--- config.mk ---
export PLATFORM = sky130hd
export DESIGN_NAME = wvl_cap_ctrl
export DESIGN_NICKNAME = d
export VERILOG_FILES = /design/src/rtl/wvl_cap_pkg.sv /design/src/rtl/wvl_cap_ctrl.sv
export SDC_FILE = /design/constraint.sdc
export NUM_CORES = 1
export LEC_CHECK = 0
export ABC_AREA = 0
export CAP_MARGIN = 20
export CORE_UTILIZATION = 45
export DETAILED_ROUTE_END_ITERATION = 6
export MAX_ROUTING_LAYER = met4
export PLACE_DENSITY_LB_ADDON = 0.08
export SLEW_MARGIN = 30
export SYNTH_ARGS = -nofsm -noshare
export SYNTH_HDL_FRONTEND = slang
export SYNTH_SLANG_ARGS = --single-unit
--- constraint.sdc ---
create_clock -name user_clk -period 5.05 [get_ports user_clk]
set_input_delay 1.01 -clock user_clk [delete_from_list [all_inputs] [get_ports user_clk]]
set_output_delay 1.01 -clock user_clk [all_outputs]
set_load 0.01 [all_outputs]
--- src/rtl/wvl_cap_pkg.sv ---
// Shared definitions for the capture controller: FSM encoding and the bit
// layout of the start_cap control word and the status word.
package wvl_cap_pkg;

  typedef enum logic [1:0] {
    ST_IDLE      = 2'd0,
    ST_WAIT_TRIG = 2'd1,
    ST_CAPTURE   = 2'd2,
    ST_DONE      = 2'd3
  } cap_state_e;

  // start_cap_reg fields
  localparam int CFG_ARM_BIT     = 0;
  localparam int CFG_TRIG_EN_BIT = 1;
  localparam int CFG_LEN_LSB     = 16;

  // status_out fields
  localparam int STAT_BUSY_BIT  = 0;
  localparam int STAT_DONE_BIT  = 1;
  localparam int STAT_ABORT_BIT = 2;
  localparam int STAT_WAIT_BIT  = 3;
  localparam int STAT_CNT_LSB   = 16;

endpackage

--- src/rtl/wvl_cap_ctrl.sv ---
// Software-armed capture controller: writes a run of valid samples into a
// block RAM, optionally starting on an external trigger.
module wvl_cap_ctrl
  import wvl_cap_pkg::*;
#(
  parameter int DATA_W = 32,
  parameter int ADDR_W = 10
) (
  input  logic              user_clk,
  input  logic              user_rst_n,
  input  logic [31:0]       start_cap_reg,
  input  logic [DATA_W-1:0] din,
  input  logic              din_valid,
  input  logic              ext_trig,
  output logic              bram_we,
  output logic [ADDR_W-1:0] bram_addr,
  output logic [DATA_W-1:0] bram_din,
  output logic [31:0]       status_out
);

  cap_state_e        state_q, state_d;
  logic              arm_q;
  logic              arm_vld_q;
  logic              trig_en_q, trig_en_d;
  logic [ADDR_W-1:0] len_m1_q, len_m1_d;
  logic [ADDR_W:0]   wr_cnt_q, wr_cnt_d;
  logic              done_q, done_d;
  logic              aborted_q, aborted_d;
  logic              we_q, we_d;
  logic [ADDR_W-1:0] addr_q, addr_d;
  logic [DATA_W-1:0] wdata_q, wdata_d;

  logic              arm_bit;
  logic              arm_edge;
  logic              accept;

  assign arm_bit = start_cap_reg[CFG_ARM_BIT];
  // arm_vld_q masks the first cycle after reset, so a bit0 already high at
  // release is not mistaken for a fresh 0->1 edge.
  assign arm_edge = arm_bit & ~arm_q & arm_vld_q;

  // Fields of the control word that this block never looks at.
  logic unused_cfg;
  assign unused_cfg = ^{start_cap_reg[31:CFG_LEN_LSB+ADDR_W],
                        start_cap_reg[CFG_LEN_LSB-1:CFG_TRIG_EN_BIT+1]};

  always_comb begin
    // NOTE: every output of this block gets a default first, so no path can
    // leave a value unassigned and infer a latch.
    state_d   = state_q;
    trig_en_d = trig_en_q;
    len_m1_d  = len_m1_q;
    wr_cnt_d  = wr_cnt_q;
    done_d    = done_q;
    aborted_d = aborted_q;
    we_d      = 1'b0;
    addr_d    = addr_q;
    wdata_d   = wdata_q;
    accept    = 1'b0;

    case (state_q)
      ST_IDLE: begin
        if (arm_edge) begin
          len_m1_d  = start_cap_reg[CFG_LEN_LSB +: ADDR_W];
          trig_en_d = start_cap_reg[CFG_TRIG_EN_BIT];
          wr_cnt_d  = '0;
          done_d    = 1'b0;
          aborted_d = 1'b0;
          state_d   = start_cap_reg[CFG_TRIG_EN_BIT] ? ST_WAIT_TRIG : ST_CAPTURE;
        end
      end
      ST_WAIT_TRIG: begin
        if (!arm_bit) begin
          aborted_d = 1'b1;
          state_d   = ST_IDLE;
        end else if (ext_trig || !trig_en_q) begin
          // The sample that arrives with the trigger is the first one kept.
          state_d = ST_CAPTURE;
          accept  = din_valid;
        end
      end
      ST_CAPTURE: begin
        if (!arm_bit) begin
          aborted_d = 1'b1;
          state_d   = ST_IDLE;
        end else begin
          accept = din_valid;
        end
      end
      ST_DONE: begin
        if (!arm_bit) state_d = ST_IDLE;
      end
      default: state_d = ST_IDLE;
    endcase

    if (accept) begin
      we_d     = 1'b1;
      addr_d   = wr_cnt_q[ADDR_W-1:0];
      wdata_d  = din;
      wr_cnt_d = wr_cnt_q + (ADDR_W+1)'(1);
      // The counter is one bit wider than the address, so a full buffer
      // reports 2^ADDR_W words without the address ever wrapping.
      if (wr_cnt_q[ADDR_W-1:0] == len_m1_q) begin
        done_d  = 1'b1;
        state_d = ST_DONE;
      end
    end
  end

  always_ff @(posedge user_clk or negedge user_rst_n) begin
    if (!user_rst_n) begin
      state_q   <= ST_IDLE;
      arm_q     <= 1'b0;
      arm_vld_q <= 1'b0;
      trig_en_q <= 1'b0;
      len_m1_q  <= '0;
      wr_cnt_q  <= '0;
      done_q    <= 1'b0;
      aborted_q <= 1'b0;
      we_q      <= 1'b0;
      addr_q    <= '0;
      wdata_q   <= '0;
    end else begin
      // NOTE: non-blocking assignments let every register sample the values
      // of the previous cycle, independent of statement order.
      state_q   <= state_d;
      arm_q     <= arm_bit;
      arm_vld_q <= 1'b1;
      trig_en_q <= trig_en_d;
      len_m1_q  <= len_m1_d;
      wr_cnt_q  <= wr_cnt_d;
      done_q    <= done_d;
      aborted_q <= aborted_d;
      we_q      <= we_d;
      addr_q    <= addr_d;
      wdata_q   <= wdata_d;
    end
  end

  assign bram_we   = we_q;
  assign bram_addr = addr_q;
  assign bram_din  = wdata_q;

  always_comb begin
    status_out                                 = '0;
    status_out[STAT_BUSY_BIT]                  = (state_q == ST_WAIT_TRIG) ||
                                                 (state_q == ST_CAPTURE);
    status_out[STAT_DONE_BIT]                  = done_q;
    status_out[STAT_ABORT_BIT]                 = aborted_q;
    status_out[STAT_WAIT_BIT]                  = (state_q == ST_WAIT_TRIG);
    status_out[STAT_CNT_LSB +: ADDR_W+1]       = wr_cnt_q;
  end

endmodule

* Word level (Yosys, flattened, before mapping)
Cells that the tools add are included.
Storage, ports and cells: bits in registers 71, input bits 68, output and inout bits 75, word-level logic and storage cells 56
Operators by class: $add $sub $neg 1, equal/unequal tests 6, multiplexer cells 23, bitwise operators 3, reductions and logical operators 12
Operators by type and width (number):
- $mux W11 | 3
- $mux W2 | 7
- $add A11 B1 Y11 const B | 1
- $eq A10 B10 Y1 | 1
- $mux W1 | 10
- $pmux W2 S3 | 1
- $reduce_bool A2 Y1 | 3
- $eq A2 B2 Y1 const B | 2
- $ne A2 B2 Y1 const B | 2
- $pmux W1 S2 | 2
- $reduce_and A2 Y1 | 2
- $reduce_or A2 Y1 | 2
- $reduce_and A3 Y1 | 1
- $and A1 B1 Y1 | 2
- $eq A2 B1 Y1 const B | 1
- $logic_not A2 Y1 | 1
- $logic_or A1 B1 Y1 | 2
- $logic_not A1 Y1 | 1
- $not A1 Y1 | 1

* Logic depth before layout (Yosys ltp)
word-level depth 7, depth in mapped cells 10, gate-level depth less buffers 7

* Least setup slack after synthesis
Ideal clock, no wire load.
path kind input-to-reg, start point input port ext_trig, end point register wr_cnt_q[8], library setup time 132 ps, arrival time 1958 ps, required time 4918 ps, slack 2960 ps, stages 7, buffers on the path 2, path through nor3b_2 > or2_1 > buf_2 > inv_2 > buf_6 > o221ai_1 > o31ai_1
Between the ends: cells in the longest elaborated chain, start to end 6, elaborated cells on any way between the ends 8, classes of those cells mux (4); reduce/logical (4)
RTL lines:
- start: declaration | RTL line wvl_cap_ctrl.sv:14 | input logic ext_trig,
- $logic_or A1 B1 Y1 (*) | RTL line wvl_cap_ctrl.sv:76 | end else if (ext_trig || !trig_en_q) begin
- $mux W1 (*) | RTL line wvl_cap_ctrl.sv:76
- $mux W1 (*) | RTL line wvl_cap_ctrl.sv:73 | if (!arm_bit) begin
- $pmux W1 S2 (*) | RTL line wvl_cap_ctrl.sv:61 | case (state_q)
- $reduce_bool A2 Y1 (no line)
- $reduce_and A2 Y1 (no line)
- end signal: assignment | RTL line wvl_cap_ctrl.sv:131 | wr_cnt_q <= wr_cnt_d;
- end: declaration | RTL line wvl_cap_ctrl.sv:26 | logic [ADDR_W:0] wr_cnt_q, wr_cnt_d;
Mark *: on every way between the ends. The rest lies on a longest branch, timed or not. A chain may end at the register's enable or synchronous reset.

* Final worst setup path
start point input port start_cap_reg[0], end point register state_q[1]
Between the ends: cells in the longest elaborated chain, start to end 6, elaborated cells on any way between the ends 11, classes of those cells mux (9); bitwise (2)
RTL lines:
- start: declaration | RTL line wvl_cap_ctrl.sv:11 | input logic [31:0] start_cap_reg,
- $and A1 B1 Y1 (2 in a row) | RTL line wvl_cap_ctrl.sv:40 | assign arm_edge = arm_bit & ~arm_q & arm_vld_q;
- $mux W2 | RTL line wvl_cap_ctrl.sv:63 | if (arm_edge) begin
- $pmux W2 S3 | RTL line wvl_cap_ctrl.sv:61
- $mux W2 | RTL line wvl_cap_ctrl.sv:103 | if (wr_cnt_q[ADDR_W-1:0] == len_m1_q) begin
- $mux W2 (*) | RTL line wvl_cap_ctrl.sv:96 | if (accept) begin
- named net state_d[1] | RTL line wvl_cap_ctrl.sv:21 | cap_state_e state_q, state_d;
- end signal: assignment | RTL line wvl_cap_ctrl.sv:126 | state_q <= state_d;
- end: declaration | RTL line wvl_cap_ctrl.sv:21
Mark *: on every way through the listed nets, which the timed path passes. The rest lies on a longest branch.

==> impl_metrics.tcl <==
set metrics [dict create \
    status "finished clean" \
    crit_required_ns 5.31 \
    ant_nets 0 \
    drive_gt1_share_pct 7.551 \
    hold_class "reg -> reg" \
    setup_viol 0 \
    period_needed_ns 2.927 \
    cp_slowest_cell "inv_2" \
    drc_errors 0 \
    grt_pass1_vias 2268 \
    fp.dieH_um 86.52 \
    die-area_mm2 0.007485 \
    crit_path_start_kind "input port" \
    ys_warn_count 0 \
    avgSynthCellArea_um2 9.653 \
    synth_cell_types 40 \
    io_buffers 105 \
    cts_htree_levels 3 \
    dpl_worst_slack_ns 1.712 \
    tightest_slew_ns 0.8088 \
    async_flop_share_pct 100.0 \
    synth.area.top_cells "dfrtp_1, nand2_1, buf_4, mux2_2, xor2_1" \
    holdBufCountCts 0 \
    rr_worst_depth 7 \
    synth_edf_count 0 \
    numCtsBuffers 9 \
    nets 507 \
    finalCritPeriodShare_pct 57.96 \
    max-slew-margin-rel_pct 46.00 \
    place.gp.congestion 0.7195 \
    finalHoldViolations 0 \
    initial_utilization_pct 47.05 \
    synthCells 333 \
    hpwlAfterDp_mm 4.505 \
    synth_common_cells "nand2_1, dfrtp_1, buf_4" \
    post-cts-setup-buffers 0 \
    ys_seq_area_share_pct 55.27 \
    totalPowerFinal_mw 2.257 \
    drt-pass1-iter-count 4 \
    routed_via_density 4.606 \
    grt_start_max_net_pins 72 \
    cts.clk_slew.worst_paths_ns 0.07 \
    antenna_found_initial 0 \
    ff2ff_setup_slack_ns 2.58 \
    ir_drop_v 0.0003331 \
    path_max_fanout 49 \
    cp_cell_sequence "clkdlybuf4s50_1 -> nand3_1 -> or2_2 -> inv_2 -> nand4_1 -> o211ai_1" \
    dp_cells 518 \
    synth_ff_type "dfrtp_1" \
    track_usage_pct 20.26 \
    r2r_start "state_q[1]$_DFF_PN0_" \
    arrival_ns 3.18 \
    rr_endpoint "state_q[1]$_DFF_PN0_" \
    clock_latency_ns 0.34 \
    cp-endpoint "state_q[1]$_DFF_PN0_" \
    vias 2455 \
    cts_root_buf "clkbuf_8" \
    ys_ff_latch 71 \
    startpoint "start_cap_reg[0]" \
    setup_tns_ns 0 \
    timing.final.max_slew_violations 0 \
    totalWireLength_mm 6.690 \
    cts_resized 0 \
    fmax_ghz 0.3416 \
    postLayoutSetupSlackWorst_ns 2.123 \
    slowest_delay_ns 0.60 \
    fin_util_pct 64.96 \
    drt-initial-drc-count 127 \
    n_antenna_cell 0 \
    clock_skew_ns 0.009551 \
    syn_area_mm2 0.003214 \
    fp.dieW_um 86.52 \
    p_leak_nw 2.117 \
    core_mm2 0.006832 \
    clkSinkCount 71 \
    tritoncts "built" \
    ios 143 \
    syn_to_final_growth_pct 38.07 \
    finalNonFillerCells 533 \
    yosysTopAreaCell "dfrtp_1" \
    wl_per_cell_um 12.55 \
    p_per_area_mw_per_mm2 508.5 \
    worst_setup_path_end_kind "register" \
    gr-total-overflow 0 \
    rsz0062_at_grt "no" \
    synth_most_common_cell "nand2_1" \
    crit_type "in -> reg" \
    cap_violations 0 \
    grt_pass1_wl_mm 11.20 \
    cts_buffer_depth 2 \
    yosysTopAreaCellShare_pct 55.27 \
    fp-row-count 30 \
]
final cells by class:
type / instances / area (um2)
fillers: 588 / 2394
flip-flops and latches: 71 / 1777
multi-input cells: 236 / 1236
repair buffers: 106 / 1060
clock buffers: 11 / 141.4
well taps: 96 / 120.1
clock inverters: 4 / 70.07
inverters: 9 / 33.78
critical path: cells and delay by family:
family | cells | cell delay [ns]
AO/OA/AOI/OAI | 1 | 0.16
buffers and inverters | 2 | 1.18
AND/OR/NAND/NOR | 3 | 0.84
worst min-delay path by stage:
stage,startpoint,end,slack [ns],cells past startpoint
floorplan,done_q$_DFF_PN0_,done_q$_DFF_PN0_,0.45,2
global placement,bram_din[3]$_DFFE_PN0P_,bram_din[3]$_DFFE_PN0P_,0.46,2
detailed placement,bram_din[17]$_DFFE_PN0P_,bram_din[17]$_DFFE_PN0P_,0.46,2
CTS,bram_din[13]$_DFFE_PN0P_,bram_din[13]$_DFFE_PN0P_,0.48,2
global route,bram_din[28]$_DFFE_PN0P_,bram_din[28]$_DFFE_PN0P_,0.50,2
finish,bram_din[4]$_DFFE_PN0P_,bram_din[4]$_DFFE_PN0P_,0.47,2
sequential cells by signal (all words and copies together), names as in the netlist:
signal and cells:
arm_vld_q 1, len_m1_q 10, wr_cnt_q 11, bram_we 1
done_q 1, state_q 2, bram_addr 10, aborted_q 1
bram_din 32, trig_en_q 1, arm_q 1
per-layer routing:
layer  GRT usage, %  part of all wire, %  vias to the layer above
met3          5.524                  7.2                       11
met1          27.03                   45                     1127
met4          8.636                  1.7                        0
li1               -                    -                     1231
met2          29.15                   46                       86
met5              -                    0                        -
report_power, final:
| group | internal (mW) | switching (mW) |
|---|---|---|
| combinational | 0.478 | 0.377 |
| clock | 0.288 | 0.203 |
| sequential | 0.782 | 0.129 |
cells in the final DEF (no fill, tap or decap), types with 3 or more instances in the layout:
| master | count |
|---|---|
| a21oi_1 | 5 |
| nand2_1 | 129 |
| clkdlybuf4s50_1 | 104 |
| inv_1 | 8 |
| o22ai_1 | 3 |
| o21ai_0 | 5 |
| xor2_1 | 11 |
| clkbuf_8 | 10 |
| nand3_1 | 5 |
| mux2_2 | 11 |
| o21ai_1 | 11 |
| conb_1 | 18 |
| nor3_1 | 4 |
| dfrtp_1 | 71 |
| ha_1 | 6 |
per-stage QoR:
stage | cell area, um2 | hold WS, ns
6_report | 4438 | 0.4744
5_1_grt | 4438 | 0.4999
4_1_cts | 4434 | 0.4793
3_5_place_dp | 4223 | 0.4615
3_3_place_gp | 4223 | 0.4559
2_1_floorplan | 3274 | 0.4482
cell families after synthesis:
| group | synth area share (%) |
|---|---|
| compound gates | 5.644 |
| mux | 4.477 |
| simple gates | 20.90 |
| buf+inv | 8.135 |
| flops | 55.27 |
| xor+xnor | 2.997 |
| other cells | 0.2336 |
| fa+ha+maj | 2.335 |
No activity file was read; power rests on OpenSTA's default activity.
